==> src/rtl/atm_loader.sv <==
// -----------------------------------------------------------------------------
// atm_loader
//   Download-stage loader for Acorn .ATM images. Sits between the hps_io
//   ioctl_* byte stream and the shared 64 KB Atom RAM. It parses the header
//   (16-byte name, load, exec and length words, little-endian). It then
//   streams the body into RAM through a small FIFO and a req/gnt port. The
//   CPU is held off the RAM while a load is in progress.
//
//   Optional feature macro: ATM_AUTORUN_EN
//     When defined, the exec address is also written to AUTORUN_ADDR and
//     AUTORUN_ADDR+1 after the body. autorun pulses with load_done.
//     When undefined, autorun is tied to 0.
//
// Ports
//   clk_sys        in   system clock
//   reset_n        in   asynchronous active-low reset
//   ioctl_download in   download active
//   ioctl_index    in   [7:0]  file index (only FILE_INDEX is accepted)
//   ioctl_wr       in   one-cycle byte strobe
//   ioctl_addr     in   [24:0] byte offset within the file
//   ioctl_dout     in   [7:0]  byte data
//   mem_req        out  FIFO holds a byte for RAM
//   mem_gnt        in   arbiter grants the RAM port this cycle
//   ld_we          out  RAM write strobe
//   ld_addr        out  [15:0] RAM write address
//   ld_din         out  [7:0]  RAM write data
//   cpu_hold       out  stall CPU / select loader side of RAM mux
//   exec_addr      out  [15:0] exec address from header
//   load_done      out  one-cycle pulse on successful completion
//   err            out  [2:0] sticky {overrun, sequence, short}
//   autorun        out  one-cycle pulse with load_done (feature only)
// -----------------------------------------------------------------------------
module atm_loader #(
   parameter logic [7:0]  FILE_INDEX   = 8'd1,
   parameter int          FIFO_DEPTH   = 4,
   parameter logic [15:0] AUTORUN_ADDR = 16'h0052
) (
   input  logic        clk_sys,
   input  logic        reset_n,
   input  logic        ioctl_download,
   input  logic [7:0]  ioctl_index,
   input  logic        ioctl_wr,
   input  logic [24:0] ioctl_addr,
   input  logic [7:0]  ioctl_dout,
   output logic        mem_req,
   input  logic        mem_gnt,
   output logic        ld_we,
   output logic [15:0] ld_addr,
   output logic [7:0]  ld_din,
   output logic        cpu_hold,
   output logic [15:0] exec_addr,
   output logic        load_done,
   output logic [2:0]  err,
   output logic        autorun
);

   localparam int AW = $clog2(FIFO_DEPTH);
   localparam int CW = AW + 1;

   typedef enum logic [2:0] {
      S_IDLE, S_HDR, S_BODY, S_DRAIN, S_DONE, S_ERR
   } state_t;

   state_t      r_state;
   state_t      w_state_nxt;

   logic        r_dl_q;
   logic [24:0] r_cnt;
   logic [15:0] r_load;
   logic [15:0] r_exec;
   logic [7:0]  r_len_lo;
   logic [15:0] r_ptr;
   logic [15:0] r_rem;
   logic [2:0]  r_err;
   logic        r_load_done;

   // FIFO: storage is data-only (not reset); pointers/count are control.
   logic [15:0] r_fa [FIFO_DEPTH];
   logic [7:0]  r_fd [FIFO_DEPTH];
   logic [AW-1:0] r_wp;
   logic [AW-1:0] r_rp;
   logic [CW-1:0] r_count;

   logic        w_start;
   logic        w_go;
   logic        w_fall;
   logic        w_acc;
   logic        w_wr_ok;
   logic        w_seq_bad;
   logic        w_hdr_end;
   logic        w_len0;
   logic        w_body_wr;
   logic        w_body_last;
   logic        w_pop;
   logic        w_can_push;
   logic        w_push;
   logic        w_ovr;
   logic        w_empty;
   logic        w_enter_done;
   logic [15:0] w_push_addr;
   logic [7:0]  w_push_data;

   logic        w_ar_push;
   logic        w_ar_done;
   logic        w_ar_sel;
   logic [15:0] w_ar_addr;
   logic [7:0]  w_ar_data;

   // Edge detection on ioctl_download; only the matching index starts a load.
   assign w_start = ioctl_download & ~r_dl_q & (ioctl_index == FILE_INDEX);
   assign w_go    = w_start & (r_state inside {S_IDLE, S_DONE, S_ERR});
   assign w_fall  = ~ioctl_download & r_dl_q;

   // A strobe is only considered in HDR/BODY; a falling download wins over it.
   assign w_acc       = ioctl_wr & ~w_fall & (r_state inside {S_HDR, S_BODY});
   assign w_wr_ok     = w_acc & (ioctl_addr == r_cnt);
   assign w_seq_bad   = w_acc & (ioctl_addr != r_cnt);
   assign w_hdr_end   = w_wr_ok & (r_state == S_HDR) & (r_cnt == 25'd21);
   assign w_len0      = ({ioctl_dout, r_len_lo} == 16'd0);
   assign w_body_wr   = w_wr_ok & (r_state == S_BODY);
   assign w_body_last = w_body_wr & (r_rem == 16'd1);

   assign w_empty    = (r_count == '0);
   assign mem_req    = ~w_empty;
   assign ld_we      = mem_req & mem_gnt;
   assign w_pop      = ld_we;
   // A full FIFO still accepts a push when the head leaves on the same edge.
   assign w_can_push = (r_count != CW'(FIFO_DEPTH)) | w_pop;

   assign w_ar_addr   = AUTORUN_ADDR + {15'd0, w_ar_sel};
   assign w_ar_data   = w_ar_sel ? r_exec[15:8] : r_exec[7:0];
   assign w_push_addr = w_ar_push ? w_ar_addr : r_ptr;
   assign w_push_data = w_ar_push ? w_ar_data : ioctl_dout;

`ifdef ATM_AUTORUN_EN
   logic [1:0] r_ar_cnt;
   logic       r_autorun;

   // Two extra entries are queued once the body has completed.
   assign w_ar_push = (r_state == S_DRAIN) & ~r_ar_cnt[1] & w_can_push;
   assign w_ar_done = r_ar_cnt[1];
   assign w_ar_sel  = r_ar_cnt[0];
   assign autorun   = r_autorun;

   always_ff @(posedge clk_sys or negedge reset_n) begin
      if (!reset_n) begin
         r_ar_cnt  <= 2'd0;
         r_autorun <= 1'b0;
      end else begin
         r_autorun <= w_enter_done;
         if (w_go)
            r_ar_cnt <= 2'd0;
         else if (w_ar_push)
            r_ar_cnt <= r_ar_cnt + 2'd1;
      end
   end
`else
   assign w_ar_push = 1'b0;
   assign w_ar_done = 1'b1;
   assign w_ar_sel  = 1'b0;
   assign autorun   = 1'b0;
`endif

   // Next-state and FIFO push control
   always_comb begin
      w_state_nxt = r_state;
      w_push      = 1'b0;
      w_ovr       = 1'b0;
      case (r_state)
         S_IDLE, S_DONE, S_ERR: begin
            if (w_start) w_state_nxt = S_HDR;
         end
         S_HDR: begin
            if (w_fall || w_seq_bad) w_state_nxt = S_ERR;
            else if (w_hdr_end)      w_state_nxt = w_len0 ? S_DRAIN : S_BODY;
         end
         S_BODY: begin
            if (w_fall || w_seq_bad) w_state_nxt = S_ERR;
            else if (w_body_last)    w_state_nxt = S_DRAIN;
         end
         S_DRAIN: begin
            if (!ioctl_download && w_empty && w_ar_done) w_state_nxt = S_DONE;
         end
         default: w_state_nxt = S_IDLE;
      endcase
      if (w_body_wr) begin
         if (w_can_push) w_push = 1'b1;
         else            w_ovr  = 1'b1;
      end
      if (w_ar_push) w_push = 1'b1;
   end

   assign w_enter_done = (w_state_nxt == S_DONE) && (r_state != S_DONE);

   always_ff @(posedge clk_sys or negedge reset_n) begin
      if (!reset_n) r_state <= S_IDLE;
      else          r_state <= w_state_nxt;
   end

   // Header capture, body pointer/length, error flags, FIFO control
   always_ff @(posedge clk_sys or negedge reset_n) begin
      if (!reset_n) begin
         r_dl_q      <= 1'b0;
         r_cnt       <= 25'd0;
         r_load      <= 16'd0;
         r_exec      <= 16'd0;
         r_len_lo    <= 8'd0;
         r_ptr       <= 16'd0;
         r_rem       <= 16'd0;
         r_err       <= 3'd0;
         r_load_done <= 1'b0;
         r_wp        <= '0;
         r_rp        <= '0;
         r_count     <= '0;
      end else begin
         r_dl_q      <= ioctl_download;
         r_load_done <= w_enter_done;

         if (w_go) begin
            r_err <= 3'd0;
            r_cnt <= 25'd0;
         end else if (w_wr_ok) begin
            r_cnt <= r_cnt + 25'd1;
         end

         if (w_wr_ok && r_state == S_HDR) begin
            case (r_cnt)
               25'd16:  r_load[7:0]  <= ioctl_dout;
               25'd17:  r_load[15:8] <= ioctl_dout;
               25'd18:  r_exec[7:0]  <= ioctl_dout;
               25'd19:  r_exec[15:8] <= ioctl_dout;
               25'd20:  r_len_lo     <= ioctl_dout;
               25'd21: begin
                  r_ptr <= r_load;
                  r_rem <= {ioctl_dout, r_len_lo};
               end
               default: ;
            endcase
         end

         // Pointer advances even for a dropped byte so later bytes keep their addresses.
         if (w_body_wr) begin
            r_ptr <= r_ptr + 16'd1;
            r_rem <= r_rem - 16'd1;
         end

         if (w_seq_bad) r_err[1] <= 1'b1;
         if (w_fall && (r_state inside {S_HDR, S_BODY})) r_err[0] <= 1'b1;
         if (w_ovr) r_err[2] <= 1'b1;

         if (w_push) r_wp <= r_wp + AW'(1);
         if (w_pop)  r_rp <= r_rp + AW'(1);
         r_count <= r_count + CW'(w_push) - CW'(w_pop);
      end
   end

   always_ff @(posedge clk_sys) begin
      if (w_push) begin
         r_fa[r_wp] <= w_push_addr;
         r_fd[r_wp] <= w_push_data;
      end
   end

   assign ld_addr   = mem_req ? r_fa[r_rp] : 16'd0;
   assign ld_din    = mem_req ? r_fd[r_rp] : 8'd0;
   // In ERR the CPU stays held until bytes already queued have reached RAM.
   assign cpu_hold  = (r_state inside {S_HDR, S_BODY, S_DRAIN}) ||
                      ((r_state == S_ERR) && mem_req);
   assign exec_addr = r_exec;
   assign load_done = r_load_done;
   assign err       = r_err;

endmodule
==> config.mk <==
export PLATFORM = sky130hd
export DESIGN_NAME = atm_loader
export DESIGN_NICKNAME = d
export VERILOG_FILES = /design/src/rtl/atm_loader.sv
export SDC_FILE = /design/constraint.sdc
export NUM_CORES = 1
export LEC_CHECK = 0
export ABC_AREA = 1
export BUFFER_PORTS_ARGS = -buffer_cell sky130_fd_sc_hd__buf_2
export CORE_AREA = 2 2 157 159
export CTS_CLUSTER_SIZE = 12
export DETAILED_ROUTE_END_ITERATION = 16
export DIE_AREA = 0 0 159 161
export GPL_TIMING_DRIVEN = 0
export PLACE_DENSITY = 0.66
export SETUP_SLACK_MARGIN = 0.15
export SLEW_MARGIN = 20
export SYNTH_ARGS = -nofsm -noshare
export SYNTH_HDL_FRONTEND = slang
export SYNTH_SLANG_ARGS = --single-unit
==> constraint.sdc <==
create_clock -name clk_sys -period 3.5 [get_ports clk_sys]
set_clock_uncertainty 0.05 [all_clocks]
set_input_delay 0 -clock clk_sys [delete_from_list [all_inputs] [get_ports clk_sys]]
set_output_delay 0 -clock clk_sys [all_outputs]
set_load 0.01 [all_outputs]
; After elaboration in Yosys (flattened, before gate mapping)
; Memories as Yosys holds them, arrays and structs flattened.
; Cells that the tools add are included.
[op_classes]
reduce_logical = 27
shift = 0
n_lt_le_gt_ge = 0
n_bitwise = 18
mux = 28
n_addsub = 7
eq_ne = 18
div = 0
n_mul = 0
[op_table]
columns = cell, count
row1 = $eq A25 B5 Y1 const B, 6
row2 = $mux W16, 7
row3 = $mux W25, 2
row4 = $add A25 B1 Y25 const B, 1
row5 = $eq A25 B25 Y1, 1
row6 = $ne A25 B25 Y1, 1
row7 = $mux W3, 7
row8 = $add A16 B1 Y16 const B, 1
row9 = $eq A16 B1 Y1 const B, 1
row10 = $logic_not A16 Y1, 1
row11 = $sub A16 B1 Y16 const B, 1
row12 = $reduce_bool A2 Y1, 7
row13 = $and A1 B1 Y1, 13
row14 = $pmux W3 S4, 1
row15 = $reduce_and A2 Y1, 6
row16 = $mux W1, 10
row17 = $eq A3 B3 Y1 const B, 3
row18 = $eq A8 B1 Y1 const B, 1
row19 = $mux W8, 1
row20 = $eq A3 B2 Y1 const B, 2
row21 = $logic_not A3 Y1, 2
row22 = $ne A3 B3 Y1 const B, 2
row23 = $reduce_bool A3 Y1, 2
row24 = $logic_and A1 B1 Y1, 5
row25 = other kinds (9), 14
[word_totals]
latchBits = 0
output_inout_bits = 48
wordCells = 117
mem_bits_rw = 96
rom_bits = 0
ff_bits = 112
input_bits = 46
memories = 2
[memory_table]
columns = memory, depth, width, rd, rd_ports_with_merged_regs, wr, line_no
row1 = r_fa, 4, 16, 1, 0, 1, 78  ; logic [15:0] r_fa [FIFO_DEPTH];
row2 = r_fd, 4, 8, 1, 0, 1, 79  ; logic [7:0] r_fd [FIFO_DEPTH];

; Longest topological paths before layout
; Gate-level depths: netlist of the first run.
[logic_depth]
word_depth = 13
ltp_mapped = 19
mapped_depth_nobuf = 16

; Worst setup path before layout of the first run
; No wires, ideal clock.
[synth_path]
kind = flip-flop to flip-flop
startpoint = reg r_cnt[7]
endpoint = mem r_fa[0][0] (enable)
path_stages_with_launch = 14
t_required_ns = 3.045
setup_time_ns = 0.405
synth_period_minus_slack_ns = 3.068
n_path_buf = 2
t_arrival_ns = 2.613
setup_slack_ns = 0.432
path_cell_list = dfrtp_1 inv_1 nand2_1 nand2_1 nand2_1 nor2_1 nand3_1 nor2_4 buf_6 nand3_4 buf_6 nor2_4 inv_2 nor2_1
[synth_via]
elab_chain_len = 6
[synth_lines]
columns = element, line_no
row1 = from (decl), 68  ; logic [24:0] r_cnt;
row2 = from (signal assigned), 223  ; r_cnt <= r_cnt + 25'd1;
row3 = $eq A25 B25 Y1, 116  ; assign w_wr_ok = w_acc & (ioctl_addr == r_cnt);
row4 = $and A1 B1 Y1, 116
row5 = $and A1 B1 Y1, 120  ; assign w_body_wr = w_wr_ok & (r_state == S_BODY);
row6 = $mux W1, 186  ; if (w_body_wr) begin
row7 = $mux W1, 258  ; if (w_push) begin
row8 = $mux W1 (not written as such), 259  ; r_fa[r_wp] <= w_push_addr;
row9 = to (decl), 78
; Every way passes these cells.

; Worst setup path after layout of the first run
[layout_path]
startpoint = reg r_count[1]
endpoint = reg r_count[2]
[layout_via]
elab_chain_len = 8
elab_cells_between_ends = 9
cone_classes = add/sub (2) / eq/ne (1) / mux (2) / bitwise (3) / reduce/logical (1)
[layout_lines]
columns = element, line_no
row1 = from (decl), 82  ; logic [CW-1:0] r_count;
row2 = from (signal assigned), 253  ; r_count <= r_count + CW'(w_push) - CW'(w_pop);
row3 = $logic_not A3 Y1, 123  ; assign w_empty = (r_count == '0);
row4 = $not A1 Y1, 124  ; assign mem_req = ~w_empty;
row5 = $and A1 B1 Y1, 125  ; assign ld_we = mem_req & mem_gnt;
row6 = $or A1 B1 Y1, 128  ; assign w_can_push = (r_count != CW'(FIFO_DEPTH)) | w_pop;
row7 = $mux W1, 187  ; if (w_can_push) w_push = 1'b1;
row8 = $mux W1, 186
row9 = $add A3 B1 Y3, 253
row10 = $sub A3 B1 Y3 (*), 253
; Every way passes the cells marked *; elsewhere a longest branch is shown, timed or not.
; A chain may end at the register's enable or synchronous reset.

==> reports/qor.yml, run 1 <==
status: "complete, no violations"
postRouteAntennaNets: 0
drt_first_pass_iters: 6
drive_gt1_share_pct: 13.5
fp.dieW_um: 159
root_buffer: "clkbuf_16"
core_area_mm2: 0.0240
antenna_cells: 0
finalWorstPathRequiredPeriod_ns: 3.18
endpoint: "r_count[2]"
critPathLaunchType: "flip-flop"
antenna_found_initial: 0
post_synth_xor_area_fraction_pct: 3.70
hold_violations: 0
leakagePower_nw: 6.16
syn_nets: 1344
dieArea_mm2: 0.0256
syn_area_mm2: 0.0107
max_freq_ghz: 0.315
path_class: "reg2reg"
reg2regPathDepth: 8
clkPwrFrac_pct: 34.5
syn_inst: 1284
clkLatencyLatePin_ns: 0.52
clockBufferDepth: 3
synth_edf_count: 96
yosys_warnings: 0
ys_ff_latch: 208
reg2reg_slack_ns: 0.32
reg2reg_to: "r_count[2]"
synth.avg_cell_area_um2: 8.30
fin_hold_ws_ns: 0.0863
stdcell_count: 1768
critPathLaunch: "r_count[1]"
critical-path-slowest-cell: "nor2_1"
path_buf_inv: 1
crit_chain: "or2_2 > nor2_1 > nor2_1 > ha_1 > inv_1 > ha_1 > fa_1 > xor2_1"
yosysSeqAreaShare_pct: 53.3
ir_drop_mv: 0.257
start_util_pct: 44.5
rows: 57
syn_to_final_growth_pct: 18.7
cts_tree: "done"
first_global_vias: 8999
cts.sinks: 208
tightest_slew_ns: 1.12
synth-main-ff-cell: "dfrtp_1"
viasPerCell: 5.22
synth-async-reset-ratio_pct: 53.8
p_seq_share_pct: 38.0
p_int_mw: 4.76
drt-initial-drc-count: 632
vias: 9236
wl_per_cell_um: 16.5
grt_max_degree: 76
nFillCells: 2266
io_buffers: 92
placed_cells: 1704
htree_levels: 1
ys_types: 35
regToRegStartpoint: "r_count[1]"
cp_num_cells: 8
cp_top_family: "simple AND/OR/NAND/NOR gates"
cp.arrival_ns: 3.51
worstPathRequired_ns: 3.83
setup_violations: 0
numCtsBuffers: 24
crit_fanout: 9
slew_violations: 0
relSlewSlack_pct: 24.8
p_per_area_mw_per_mm2: 559
fin_nets: 1486
ios: 94
synth_top_family_by_area: "simple AND/OR/NAND/NOR gates"
synth_fa_ha_area_share_pct: 1.71
synth-compound-area-share_pct: 5.08
drcViolationCount: 0
rsz0062_at_grt: "false"
synth_mux_area_share_pct: 0
endpoint_kind: "flip-flop"
dp.final_hpwl_um: 20500
switchingPower_mw: 2.31
grt_overflow: 0
path_clk_slew_ns: 0.06
max_stage_delay_ns: 0.85
gp_congestion: 0.930
period_share_pct: 90.8
drv_cap: 0
grt_pass1_wl_um: 47100
power_frac_comb_pct: 27.5
grt_usage_pct: 23.0
p_sw_share_pct: 32.7
wl_um: 29200
hp-class: "in2reg"
synthSimpleGateAreaFrac_pct: 30.6
die_h_um: 161
[routing by layer]
layer / global-route usage (%) / routed length [um] / up-vias
met5: 0 / 0 / -
met4: 7.27 / 741 / 0
met3: 3.08 / 1680 / 61
met2: 40.7 / 14400 / 281
met1: 29.4 / 12400 / 4377
li1: - / - / 4517
[cell type report]
class / instances / area (um2) / share of cell area (%)
Clock inverter: 9 / 108 / 0.850
Clock buffer: 35 / 662 / 5.23
Multi-Input combinational cell: 931 / 4420 / 34.9
Sequential cell: 208 / 5690 / 45.0
Buffer: 48 / 230 / 1.82
Inverter: 97 / 364 / 2.88
Timing Repair Buffer: 116 / 774 / 6.12
Tap cell: 324 / 405 / 3.20
[through the flow]
step                      total power, mW  util [%]  setup TNS, ns  worst slack, ns  instance area [um2]
after floorplan                      3.96         -              0            0.432                10700
after global placement               4.61      48.1         -67.37           -0.758                11500
after detailed placement             4.65      48.7              0            0.191                11700
after CTS                            7.11      52.7              0            0.160                12600
after global routing                 7.46      52.8              0            0.169                12700
final                                7.07      52.8              0            0.323                12700
[synthesized netlist by cell type, types with 22 or more instances]
cell type | instances | area, um2
nand2_1 | 375 | 1410
nor2_1 | 184 | 691
dfrtp_1 | 112 | 2800
nand3_1 | 108 | 541
edfxtp_1 | 96 | 2880
inv_1 | 84 | 315
o21ai_0 | 78 | 390
nand4_1 | 52 | 325
xor2_1 | 30 | 263
clkbuf_1 | 26 | 97.6
a21oi_1 | 25 | 125
nor3_1 | 22 | 110
[logic make-up after synthesis]
group / after synthesis
AO/OA/AOI/OAI: 106
buffers and inverters: 145
AND/OR/NAND/NOR: 765
adder cells (fa/ha/maj): 14
other: 1
XOR/XNOR: 45
flip-flops: 208
[how the worst min path moves through the flow]
stage / from / end / slack (ns) / cells after the start
2_1_floorplan: reset_n / err[0] / -0.35 / 0
3_3_place_gp: ioctl_download / r_dl_q / 0.07 / 1
3_5_place_dp: reset_n / err[0] / -0.11 / 1
4_1_cts: ioctl_download / r_dl_q / 0.08 / 2
5_1_grt: ioctl_download / r_dl_q / 0.09 / 2
6_report: ioctl_addr[14] / r_state[0] / 0.09 / 9
[tightest hold or removal path, cell delays in order]
cell,delay [ns]
buf_2,0.08
xnor2_1,0.06
nand2_1,0.05
nor2_1,0.05
nand2_2,0.11
nor3_1,0.08
nand4_1,0.08
nand2_1,0.05
nand2_1,0.05
[sequential cells by signal, summed over array words and instances, names as in the netlist]
name and flops:
err 3, exec_addr 16, load_done 1, r_cnt 25, r_count 3, r_dl_q 1, r_fa 64, r_fd 32
r_len_lo 8, r_load 16, r_ptr 16, r_rem 16, r_rp 2, r_state 3, r_wp 2
[cells in the final DEF, fill, tap and decap left out, types with 3 or more instances in the layout]
cell	instances
buf_4	3
clkbuf_16	24
a21oi_1	25
nor2_4	7
dfrtp_1	107
nand3_1	107
nor2_1	180
dfrtp_2	5
nand2_1	374
clkbuf_1	35
nand2_2	8
xnor2_1	15
clkinv_1	4
xor2_1	30
buf_16	3
nor3_1	22
clkinv_2	4
edfxtp_1	96
dlygate4sd3_1	17
nand3b_1	3
buf_6	4
ha_1	13
inv_1	80
nand4_1	52
o21ai_0	78
inv_2	14
nor4_1	4
buf_2	106
[power by group through the flow]
stage          registers, mW  logic [mW]  clock network, mW
2_1_floorplan           2.72        1.24                  0
3_3_place_gp            2.73        1.88                  0
3_5_place_dp            2.73        1.92                  0
4_1_cts                 2.69        1.95               2.48
5_1_grt                 2.70        2.20               2.57
6_report                2.69        1.94               2.44
[repair_timing]
action | 4_1_cts | 5_1_grt
gates resized for setup | 0 | 12
hold buffers | 18 | 0
hold endpoints to repair | 203 | 0
endpoints found under the setup margin | 0 | 26
setup buffers | 0 | 2
Power figures use the tool's default switching activity.
==> run 2, diff against run 1 <==
- BUFFER_PORTS_ARGS: -buffer_cell sky130_fd_sc_hd__buf_2 -> not set
- DONT_BUFFER_PORTS: not set -> 1
- GPL_TIMING_DRIVEN: 0 -> not set
- PLACE_DENSITY: 0.66 -> 0.62
- SKIP_LAST_GASP: not set -> 1
==> run 2 against run 1 <==
First-iteration DRC count down 8.4%. Routed wire length down 1.7%. Maximum frequency up 12%. Sequential share of layout area up 2.2 points. Worst setup slack better by 0.35 ns. Critical path depth up 5. Critical path type unchanged. Critical endpoint is now exec_addr[8].
==> reports/qor.yml, run 2 (synthesis gave the netlist of run 1 again) <==
path_clk_slew_ns: 0.06
status: "complete, no violations"
rsz0062_at_grt: "false"
clockBufferDepth: 3
gp_congestion: 0.931
power_frac_comb_pct: 24.5
p_per_area_mw_per_mm2: 577
ios: 94
cts_tree: "done"
fin_setup_tns_ns: 0
endpoint_kind: "flip-flop"
wl_um: 28700
hp-class: "in2reg"
postCtsSetupBuffers: 0
rows: 57
p_int_mw: 4.69
fp.dieW_um: 159
drcViolationCount: 0
reg.largest.list: "r_fa (64), r_fd (32), r_cnt (25)"
die_h_um: 161
leakagePower_nw: 5.70
clkLatencyLatePin_ns: 0.51
hold_violations: 0
largest_register: "r_fa"
final_util_pct: 50.3
switchingPower_mw: 2.26
final_common_cell: "nand2_1"
htree_levels: 1
critPathLaunchType: "flip-flop"
ctsHoldBuffers: 16
start_util_pct: 44.5
viasPerCell: 5.26
largest_reg_flops: 64
setup_violations: 0
core_area_mm2: 0.0240
tightest_slew_ns: 0.717
drv_cap: 0
path_class: "reg2reg"
vias: 8655
clkPwrFrac_pct: 36.6
dieArea_mm2: 0.0256
worstPathRequired_ns: 3.89
grt_usage_pct: 22.6
fin_nets: 1364
slew_violations: 0
drt-initial-drc-count: 579
cts.sinks: 208
io_buffers: 0
p_sw_share_pct: 32.5
drt_first_pass_iters: 5
grt_max_degree: 113
stdcell_count: 1647
wl_per_cell_um: 17.5
period_share_pct: 80.7
seq_area_mm2: 0.00569
placed_cells: 1586
cts_resized: 0
p_seq_share_pct: 38.9
nFillCells: 2335
first_global_vias: 8589
finalWorstPathRequiredPeriod_ns: 2.82
grt_pass1_wl_um: 46500
numCtsBuffers: 24
relSlewSlack_pct: 52.1
postRouteAntennaNets: 0
multi_input_area_mm2: 0.00440
cp.arrival_ns: 3.22
grt_overflow: 0
drive_gt1_share_pct: 7.19
dp.final_hpwl_um: 19100
antenna_found_initial: 1
ir_drop_mv: 0.295
syn_to_final_growth_pct: 13.0
crit_fanout: 23
root_buffer: "clkbuf_16"
final_cell_mix: "nand2_1, nor2_1, dfrtp_1, nand3_1, edfxtp_1"
max_freq_ghz: 0.354
## run 2: changes by cell type in the layout (fill, tap and decap cells not counted), sizes merged
cell         delta
bufinv          +1
buf            -92
clkinv          -3
dlygate4sd3     -2
clkbuf         -28
diode           +1
clkinvlp        +2
## run 2: path summary, 6_finish.rpt
path | from | end | slack, ns | cells after the start
worst max register to register | r_cnt[7] | exec_addr[8] | 0.68 | 13
worst min-delay path | ioctl_download | r_dl_q | 0.04 | 1
worst max-delay path | r_cnt[7] | exec_addr[8] | 0.68 | 13
max in group asynchronous | reset_n | r_rp[0] | 2.86 | 2
min in group asynchronous | reset_n | r_cnt[16] | 0.10 | 2
worst min register to register | r_load[9] | r_load[9] | 0.42 | 2
## run 2: cell type report
class / instances / area share (%)
Antenna cell: 1 / 0.0208
Clock buffer: 35 / 5.58
Clock inverter: 9 / 1.15
Inverter: 97 / 3.02
Multi-Input combinational cell: 931 / 36.6
Sequential cell: 208 / 47.2
Tap cell: 324 / 3.37
Timing Repair Buffer: 42 / 3.10
## run 2: critical path, cell delays in order (launching register included)
cell	delay, ns
dfrtp_1	0.42
inv_1	0.18
nand2_1	0.08
nand2_1	0.07
nand2_1	0.06
nor2_1	0.09
nand3_1	0.22
nor2_4	0.20
buf_4	0.27
nand2_2	0.13
nor2_4	0.50
buf_4	0.30
nand3_1	0.09
nand2_1	0.10
## run 2: routing by layer
layer	GRT usage [%]	vias to the layer above	wire length, um
li1	-	4267	-
met1	28.6	4116	12100
met2	39.0	220	14200
met3	4.19	52	1510
met4	8.31	0	920
met5	0	-	0
## run 2: power by group through the flow
stage	Sequential [mW]	Clock (mW)	Combinational [mW]
after CTS	2.70	2.60	1.72
after floorplan	2.72	0	1.24
final	2.70	2.54	1.70
after detailed placement	2.74	0	1.65
after global placement	2.74	0	1.63
after global routing	2.71	2.71	1.93
## run 2: metrics by stage
step	area (um2)	hold WS, ns	power [mW]	setup WS [ns]
after floorplan	10700	-0.346	3.96	0.432
after global placement	11100	-0.342	4.37	0.749
after detailed placement	11100	-0.343	4.39	0.713
after CTS	12000	0.0233	7.02	0.688
after global routing	12000	0.0392	7.35	0.386
final	12000	0.0391	6.94	0.676
